File: src/rtl/nic_pkg.sv
// Shared NIC ring packet format, packet type codes and node ids.
// Also holds the bus FSM state type used by the global responder.
package nic_pkg;

    localparam logic TRUE  = 1'b1;
    localparam logic FALSE = 1'b0;

    localparam logic [5:0] GBL_NODE_ID = 6'd62;
    localparam logic [5:0] BCAST_ID    = 6'd63;
    localparam logic [5:0] EMPTY_ID    = 6'd0;

    typedef enum logic [4:0] {
        PT_NULL  = 5'd0,
        PT_READ  = 5'd1,
        PT_WRITE = 5'd2,
        PT_AREAD = 5'd3,
        PT_ACK   = 5'd4,
        PT_AACK  = 5'd5,
        PT_ERR   = 5'd6,
        PT_VPA   = 5'd7,
        PT_RETRY = 5'd8
    } packet_type_t;

    typedef struct packed {
        logic [5:0]   did;
        logic [5:0]   sid;
        logic [5:0]   age;
        logic         ack;
        packet_type_t typ;
        logic [7:0]   asid;
        logic [2:0]   fc;
        logic [3:0]   sel;
        logic         mmus;
        logic         ios;
        logic         iops;
        logic [31:0]  adr;
        logic [31:0]  dat;
    } packet_t;

    typedef enum logic [0:0] {
        StIdle = 1'b0,
        StBus  = 1'b1
    } bus_state_t;

    function automatic logic is_request(input packet_type_t typ);
        return (typ == PT_READ) || (typ == PT_AREAD) || (typ == PT_WRITE);
    endfunction

    function automatic logic [5:0] age_inc(input logic [5:0] age);
        return (age == 6'd63) ? age : age + 6'd1;
    endfunction

endpackage

File: src/rtl/rf68000_ring_req_fifo.sv
// Synchronous packet FIFO; a pop is evaluated before a push so a full FIFO
// accepts a push in the same cycle as a pop.
module rf68000_ring_req_fifo
    import nic_pkg::*;
#(
    parameter int unsigned DEPTH = 4,
    localparam int unsigned PW = $clog2(DEPTH)
) (
    input  logic          clk,
    input  logic          rst,
    input  logic          push,
    input  packet_t       din,
    input  logic          pop,
    output packet_t       dout,
    output logic          full,
    output logic          empty,
    output logic [PW:0]   count
);

    packet_t     mem [DEPTH];
    logic [PW:0] wr_ptr;
    logic [PW:0] rd_ptr;
    logic        do_pop;
    logic        do_push;

    assign count   = wr_ptr - rd_ptr;
    assign empty   = (wr_ptr == rd_ptr);
    assign full    = (count == (PW + 1)'(DEPTH));
    assign do_pop  = pop && !empty;
    assign do_push = push && (!full || do_pop);
    assign dout    = mem[rd_ptr[PW-1:0]];

    always_ff @(posedge clk) begin
        if (rst) begin
            wr_ptr <= '0;
            rd_ptr <= '0;
        end else begin
            if (do_pop) begin
                rd_ptr <= rd_ptr + (PW + 1)'(1);
            end
            if (do_push) begin
                wr_ptr <= wr_ptr + (PW + 1)'(1);
            end
        end
    end

    always_ff @(posedge clk) begin
        if (do_push) begin
            mem[wr_ptr[PW-1:0]] <= din;
        end
    end

endmodule

File: src/rtl/rf68000_ring_gbl_responder.sv
// Global-node ring responder: pulls requests off the request ring, runs them
// on the global bus and posts ACK/AACK/ERR/VPA/RETRY packets on the response ring.
module rf68000_ring_gbl_responder
    import nic_pkg::*;
#(
    parameter logic [5:0]  NODE_ID    = GBL_NODE_ID,
    parameter int unsigned FIFO_DEPTH = 4,
    parameter logic        SYNC_WRITE = 1'b1,
    parameter logic [5:0]  RETRY_AGE  = 6'd8
) (
    input  logic        clk_i,
    input  logic        rst_i,
    input  packet_t     packet_i,
    output packet_t     packet_o,
    input  packet_t     rpacket_i,
    output packet_t     rpacket_o,
    output logic        m_cyc_o,
    output logic        m_stb_o,
    output logic        m_we_o,
    output logic [3:0]  m_sel_o,
    output logic [7:0]  m_asid_o,
    output logic [2:0]  m_fc_o,
    output logic [31:0] m_adr_o,
    output logic [31:0] m_dat_o,
    output logic        m_mmus_o,
    output logic        m_ios_o,
    output logic        m_iops_o,
    input  logic        m_ack_i,
    input  logic        m_err_i,
    input  logic        m_vpa_i,
    input  logic [31:0] m_dat_i,
    output logic        busy_o
);

    localparam int unsigned PW = $clog2(FIFO_DEPTH);

    bus_state_t   state;
    packet_t      fifo_dout;
    logic         fifo_full;
    logic         fifo_empty;
    logic [PW:0]  fifo_count;
    logic         fifo_push;
    logic         fifo_pop;

    logic         accept;
    logic         bounce;
    logic         term;
    logic [11:0]  tmo;
    logic [11:0]  tmo_inc;

    packet_type_t req_typ;
    logic [5:0]   req_sid;
    logic [31:0]  req_adr;
    logic [7:0]   req_asid;
    logic         req_mmus;
    logic         req_ios;
    logic         req_iops;

    packet_t      rsp_slot;
    logic         rsp_valid;
    packet_t      retry_slot;
    logic         retry_valid;
    packet_t      rsp_pkt;
    packet_t      retry_pkt;
    packet_type_t rsp_typ;

    logic         unused_fields;
    assign unused_fields = ^{fifo_dout.did, fifo_dout.age, fifo_dout.ack, fifo_count};

    assign accept   = (packet_i.did == NODE_ID) && (packet_i.did != BCAST_ID)
                      && is_request(packet_i.typ);
    assign fifo_pop = (state == StIdle) && !fifo_empty && !rsp_valid;
    // A full FIFO still takes a request when the head leaves on the same edge.
    assign fifo_push = accept && (!fifo_full || fifo_pop);
    assign bounce    = accept && !fifo_push && (packet_i.age >= RETRY_AGE) && !retry_valid;
    assign tmo_inc   = tmo + 12'd1;
    assign term      = m_ack_i || m_err_i || m_vpa_i || tmo_inc[11];

    rf68000_ring_req_fifo #(
        .DEPTH (FIFO_DEPTH)
    ) u_fifo (
        .clk   (clk_i),
        .rst   (rst_i),
        .push  (fifo_push),
        .din   (packet_i),
        .pop   (fifo_pop),
        .dout  (fifo_dout),
        .full  (fifo_full),
        .empty (fifo_empty),
        .count (fifo_count)
    );

    always_comb begin
        if (m_ack_i) begin
            rsp_typ = (req_typ == PT_AREAD) ? PT_AACK : PT_ACK;
        end else if (m_err_i) begin
            rsp_typ = PT_ERR;
        end else if (m_vpa_i) begin
            rsp_typ = PT_VPA;
        end else begin
            rsp_typ = PT_ERR;
        end

        rsp_pkt      = '0;
        rsp_pkt.typ  = rsp_typ;
        rsp_pkt.sid  = NODE_ID;
        rsp_pkt.did  = req_sid;
        rsp_pkt.adr  = req_adr;
        rsp_pkt.dat  = (req_typ == PT_WRITE) ? 32'd0 : m_dat_i;
        rsp_pkt.asid = req_asid;
        rsp_pkt.mmus = req_mmus;
        rsp_pkt.ios  = req_ios;
        rsp_pkt.iops = req_iops;
        rsp_pkt.ack  = TRUE;

        retry_pkt     = '0;
        retry_pkt.typ = PT_RETRY;
        retry_pkt.sid = NODE_ID;
        retry_pkt.did = packet_i.sid;
        retry_pkt.adr = packet_i.adr;
        retry_pkt.ack = TRUE;
    end

    always_ff @(posedge clk_i) begin
        if (rst_i) begin
            state       <= StIdle;
            packet_o    <= '0;
            rpacket_o   <= '0;
            m_cyc_o     <= FALSE;
            m_stb_o     <= FALSE;
            m_we_o      <= FALSE;
            m_sel_o     <= '0;
            m_asid_o    <= '0;
            m_fc_o      <= '0;
            m_adr_o     <= '0;
            m_dat_o     <= '0;
            m_mmus_o    <= FALSE;
            m_ios_o     <= FALSE;
            m_iops_o    <= FALSE;
            busy_o      <= FALSE;
            tmo         <= '0;
            req_typ     <= PT_NULL;
            req_sid     <= '0;
            req_adr     <= '0;
            req_asid    <= '0;
            req_mmus    <= FALSE;
            req_ios     <= FALSE;
            req_iops    <= FALSE;
            rsp_slot    <= '0;
            rsp_valid   <= FALSE;
            retry_slot  <= '0;
            retry_valid <= FALSE;
        end else begin
            packet_o <= packet_i;
            if (fifo_push || bounce) begin
                packet_o.did <= EMPTY_ID;
            end else if (accept) begin
                packet_o.age <= age_inc(packet_i.age);
            end
            if (bounce) begin
                retry_slot  <= retry_pkt;
                retry_valid <= TRUE;
            end

            // One insertion per cycle into an empty ring slot; bus response first.
            rpacket_o <= rpacket_i;
            if (rpacket_i.did == EMPTY_ID) begin
                if (rsp_valid) begin
                    rpacket_o <= rsp_slot;
                    rsp_valid <= FALSE;
                end else if (retry_valid) begin
                    rpacket_o   <= retry_slot;
                    retry_valid <= FALSE;
                end
            end

            if (m_cyc_o && !term) begin
                tmo <= tmo_inc;
            end else begin
                tmo <= '0;
            end

            busy_o <= !fifo_empty || (state != StIdle);

            case (state)
                StIdle: begin
                    if (fifo_pop) begin
                        req_typ  <= fifo_dout.typ;
                        req_sid  <= fifo_dout.sid;
                        req_adr  <= fifo_dout.adr;
                        req_asid <= fifo_dout.asid;
                        req_mmus <= fifo_dout.mmus;
                        req_ios  <= fifo_dout.ios;
                        req_iops <= fifo_dout.iops;
                        m_cyc_o  <= TRUE;
                        m_stb_o  <= TRUE;
                        m_we_o   <= (fifo_dout.typ == PT_WRITE);
                        m_sel_o  <= fifo_dout.sel;
                        m_asid_o <= fifo_dout.asid;
                        m_fc_o   <= fifo_dout.fc;
                        m_adr_o  <= fifo_dout.adr;
                        m_dat_o  <= fifo_dout.dat;
                        m_mmus_o <= fifo_dout.mmus;
                        m_ios_o  <= fifo_dout.ios;
                        m_iops_o <= fifo_dout.iops;
                        state    <= StBus;
                    end
                end
                StBus: begin
                    if (term) begin
                        m_cyc_o  <= FALSE;
                        m_stb_o  <= FALSE;
                        m_we_o   <= FALSE;
                        m_sel_o  <= '0;
                        m_asid_o <= '0;
                        m_fc_o   <= '0;
                        m_adr_o  <= '0;
                        m_dat_o  <= '0;
                        m_mmus_o <= FALSE;
                        m_ios_o  <= FALSE;
                        m_iops_o <= FALSE;
                        if ((req_typ != PT_WRITE) || SYNC_WRITE) begin
                            rsp_slot  <= rsp_pkt;
                            rsp_valid <= TRUE;
                        end
                        state <= StIdle;
                    end
                end
                default: state <= StIdle;
            endcase
        end
    end

endmodule

File: config.mk
export PLATFORM = sky130hd
export DESIGN_NAME = rf68000_ring_gbl_responder
export DESIGN_NICKNAME = d
export VERILOG_FILES = /design/src/rtl/nic_pkg.sv /design/src/rtl/rf68000_ring_req_fifo.sv /design/src/rtl/rf68000_ring_gbl_responder.sv
export SDC_FILE = /design/constraint.sdc
export NUM_CORES = 1
export LEC_CHECK = 0
export CORE_MARGIN = 4
export CORE_UTILIZATION = 50
export CTS_CLUSTER_SIZE = 40
export DETAILED_ROUTE_END_ITERATION = 6
export GPL_TIMING_DRIVEN = 1
export HOLD_SLACK_MARGIN = 0.08
export PLACE_DENSITY = 0.77
export SLEW_MARGIN = 20
export SYNTH_ARGS = -nofsm -noshare
export SYNTH_HDL_FRONTEND = slang
export SYNTH_SLANG_ARGS = --single-unit
File: constraint.sdc
create_clock -name clk_i -period 9.5 [get_ports clk_i]
set_clock_uncertainty 0.15 [all_clocks]
set_input_delay 2.85 -clock clk_i [delete_from_list [all_inputs] [get_ports clk_i]]
set_output_delay 2.85 -clock clk_i [all_outputs]
set_load 0.02 [all_outputs]
==> impl_results.md <==
- Run status: finished clean
- CTS tree: done
- Largest area contributor in the netlist: edfxtp_1
- Most common flop cell mapped by yosys: dfxtp_1
- Fraction of post-synthesis cell area in the top cell type by area: 36.9%
- Met3 capacity usage during global routing: 6.38%
- Total of max-cap violations: 0
- Clock-pin transition on the worst setup and hold timing paths: 60 ps
- Layout overhead on the synthesized area: 29.4%
- Most Crowded Layer GR: met2
- DR vias/cell: 5.55
- GR Layer Usage met1: 30.9%
- DRC violation total after the first TritonRoute iteration: 1446
- Initial antenna violation count: 4
- Remaining max-slew budget at the tightest pin: 23.2%
- Leak: 13.6 nW
- Total of hold buffers inserted after clock tree synthesis: 0
- Number of placed I/O pins: 547
- TritonRoute pass-1 iters: 5
- Fmax: 164 MHz
- Syn_nets: 2566
- Fraction of the yosys area taken by sequential cells: 69.7%
- Type of origin of the critical path: input port
- Via count of the first global-routing pass: 20800
- Starting density of the core: 50.9%
- Routed length per instance: 22.7 um
- Hold slack final: 302 ps
- Maximum number of pins on one net before global-route repair: 171
- Floorplan core area: 59500 sq um
- Layout Nets: 3061
- Master of the slowest instance on the critical path: and2_4
- Worst Path Max Fanout: 62
- Number of buffers created by CTS: 85
- Clock sinks: 869
- Post-route ant nets: 0
- Ys async rst share: 0%
- Count of buffers inserted at the top-level ports: 546
- Chain of cells forming the critical path: clkdlybuf4s50_1, nor4bb_1, o2111ai_1, a31oi_2, and2_4, buf_4
- Wire length of the first global-routing pass: 124 mm
- Die boundary width: 254 um
- Final core area utilization: 65.9%
- Library cells used by synthesis: 52
- Register-to-register setup slack: 4780 ps
- Met2 Resource Use GR: 43.0%
- Final Cycle Share: 64.2%
- Count of vias placed by the detailed router: 20200
- Commonest cells post-synth: 497 x dfxtp_1, 372 x edfxtp_1, 295 x nand2_1
- Num rows: 89
- Global routing usage summed across all routing layers: 25.0%
- Final-report setup violation count: 0
- Most repeated cell in the gate-level netlist after synthesis: dfxtp_1
- Total count of hold-check failures in the final report: 0
- HPWL after detailed placement: 53.1 mm
- Required time of the worst setup path: 9610 ps
- Height of the die: 254 um
- Start-to-end type of the worst setup path: in2reg
- Layout cell share with drive strength beyond 1: 10.5%
- Routability congestion estimate from global placement: 0.810
- Biggest area contributors in the synthesized netlist: edfxtp_1 37%, dfxtp_1 33%, mux4_2 6.9%
- RSZ-0062 raised after global routing: no
- Class of the tightest hold or removal check: reg2reg
- Clock latency at the later pin of the worst-skew pair: 640 ps
- Setup TNS after final layout: 0 ps
- Synth Cell Area: 30300 sq um
- Number of enable-type register cells in the synthesized netlist: 372
- Maximum vdd drop: 161 uV
- Depth of the CTS H-tree: 3
- Synthesized flop and latch total: 869
- Congestion Overflow GR: 0
- Number of warnings reported in the yosys synthesis log: 0
- Floorplan die area: 64600 sq um
- Sum of routed wire length over all layers: 82.9 mm
- Slew Limit Fails: 0
- Crit-path max cell delay: 910 ps
- Count of mapped cells out of synthesis: 2307
- Critical Path End Type: register
- Number of gates resized after cts: 0
- Max Root-Sink Buffers: 3
- Signal arrival time at the worst endpoint: 6210 ps
- Root buffer cell: clkbuf_16
- Post-CTS setup repair buffer count: 0
- Clock period minus worst slack: 6100 ps
- Mean cell area of the mapped netlist: 13.1 sq um
- Actual transition at the worst max-transition pin: 1150 ps
- Post-route DRC violation count: 0
- Power Dens Cells: 209 nW/um^2
cells by family (layout without fill, tap and decap cells):
group,Yosys count,in the layout,synth area share (%)
XOR/XNOR,14,14,0.405
buffers and inverters,171,736,2.38
adder cells (fa/ha/maj),10,10,0.413
multiplexers,132,132,8.36
other,1,4,0.0124
AO/OA/AOI/OAI,313,313,6.07
AND/OR/NAND/NOR,797,797,12.6
flip-flops,869,869,69.7
sequential cells by signal (all words and copies together) (netlist names), 32 cells and up, named ones only:
register / cells
req_adr: 32
m_dat_o: 32
u_fifo.mem: 372
rsp_slot: 84
m_adr_o: 32
rpacket_o: 106
retry_slot: 39
packet_o: 106
stage by stage:
step           setup WS [ps]  std cells  cell area (sq um)  power [mW]
2_1_floorplan           2970       2307              30300        4.49
3_3_place_gp            2890       3487              36300        4.87
3_5_place_dp            2770       3487              36300        4.88
4_1_cts                 3420       3644              39100        8.27
5_1_grt                 3160       3647              39200        8.48
6_report                3400       3648              39200        8.20
worst max-delay path, delay by kind of cell:
family,cells,cell delay (ps)
AO/OA/AOI/OAI,2,810
buffers and inverters,2,1090
AND/OR/NAND/NOR,2,1400
final cells by class:
type	instances	area, sq um
tap	773	967
sequential	869	21100
inverter	12	45.0
multi-input combinational	1267	8490
fill	4247	20300
timing repair buffer	567	5670
clock inverter	27	332
clock buffer	130	2530
antenna	3	7.51
final timing paths:
check / start / end / cells after the start
max: packet_i[84] / u_fifo.mem[0][42] / 6
min: req_adr[24] / rsp_slot[56] / 2
max reg2reg: u_fifo.wr_ptr[0] / u_fifo.mem[0][42] / 7
min reg2reg: req_adr[24] / rsp_slot[56] / 2
cell usage in the layout (no fill, tap or decap), types with 47 or more instances in the layout:
master | Yosys | routed
nand2_1 | 295 | 294
nor2b_1 | 135 | 135
clkbuf_16 | 0 | 88
nor2_1 | 120 | 119
clkdlybuf4s50_1 | 0 | 545
a21oi_1 | 203 | 202
mux4_2 | 93 | 93
a22oi_1 | 47 | 47
nand3_1 | 125 | 125
dfxtp_1 | 497 | 495
edfxtp_1 | 372 | 372
power breakdown:
| group | switching (mW) | total (mW) | internal (mW) |
|---|---|---|---|
| combinational | 0.405 | 0.746 | 0.341 |
| clock | 1.41 | 3.40 | 1.99 |
| sequential | 0.0611 | 4.05 | 3.99 |
metal layers:
| layer | routed length [um] | vias to the layer above | part of all wire [%] |
|---|---|---|---|
| li1 | - | 9255 | - |
| met1 | 32100 | 10000 | 39 |
| met2 | 41900 | 812 | 51 |
| met3 | 6260 | 155 | 7.5 |
| met4 | 2630 | 2 | 3.2 |
| met5 | 13 | - | 0.016 |
No activity file was read; power rests on OpenSTA's default activity.
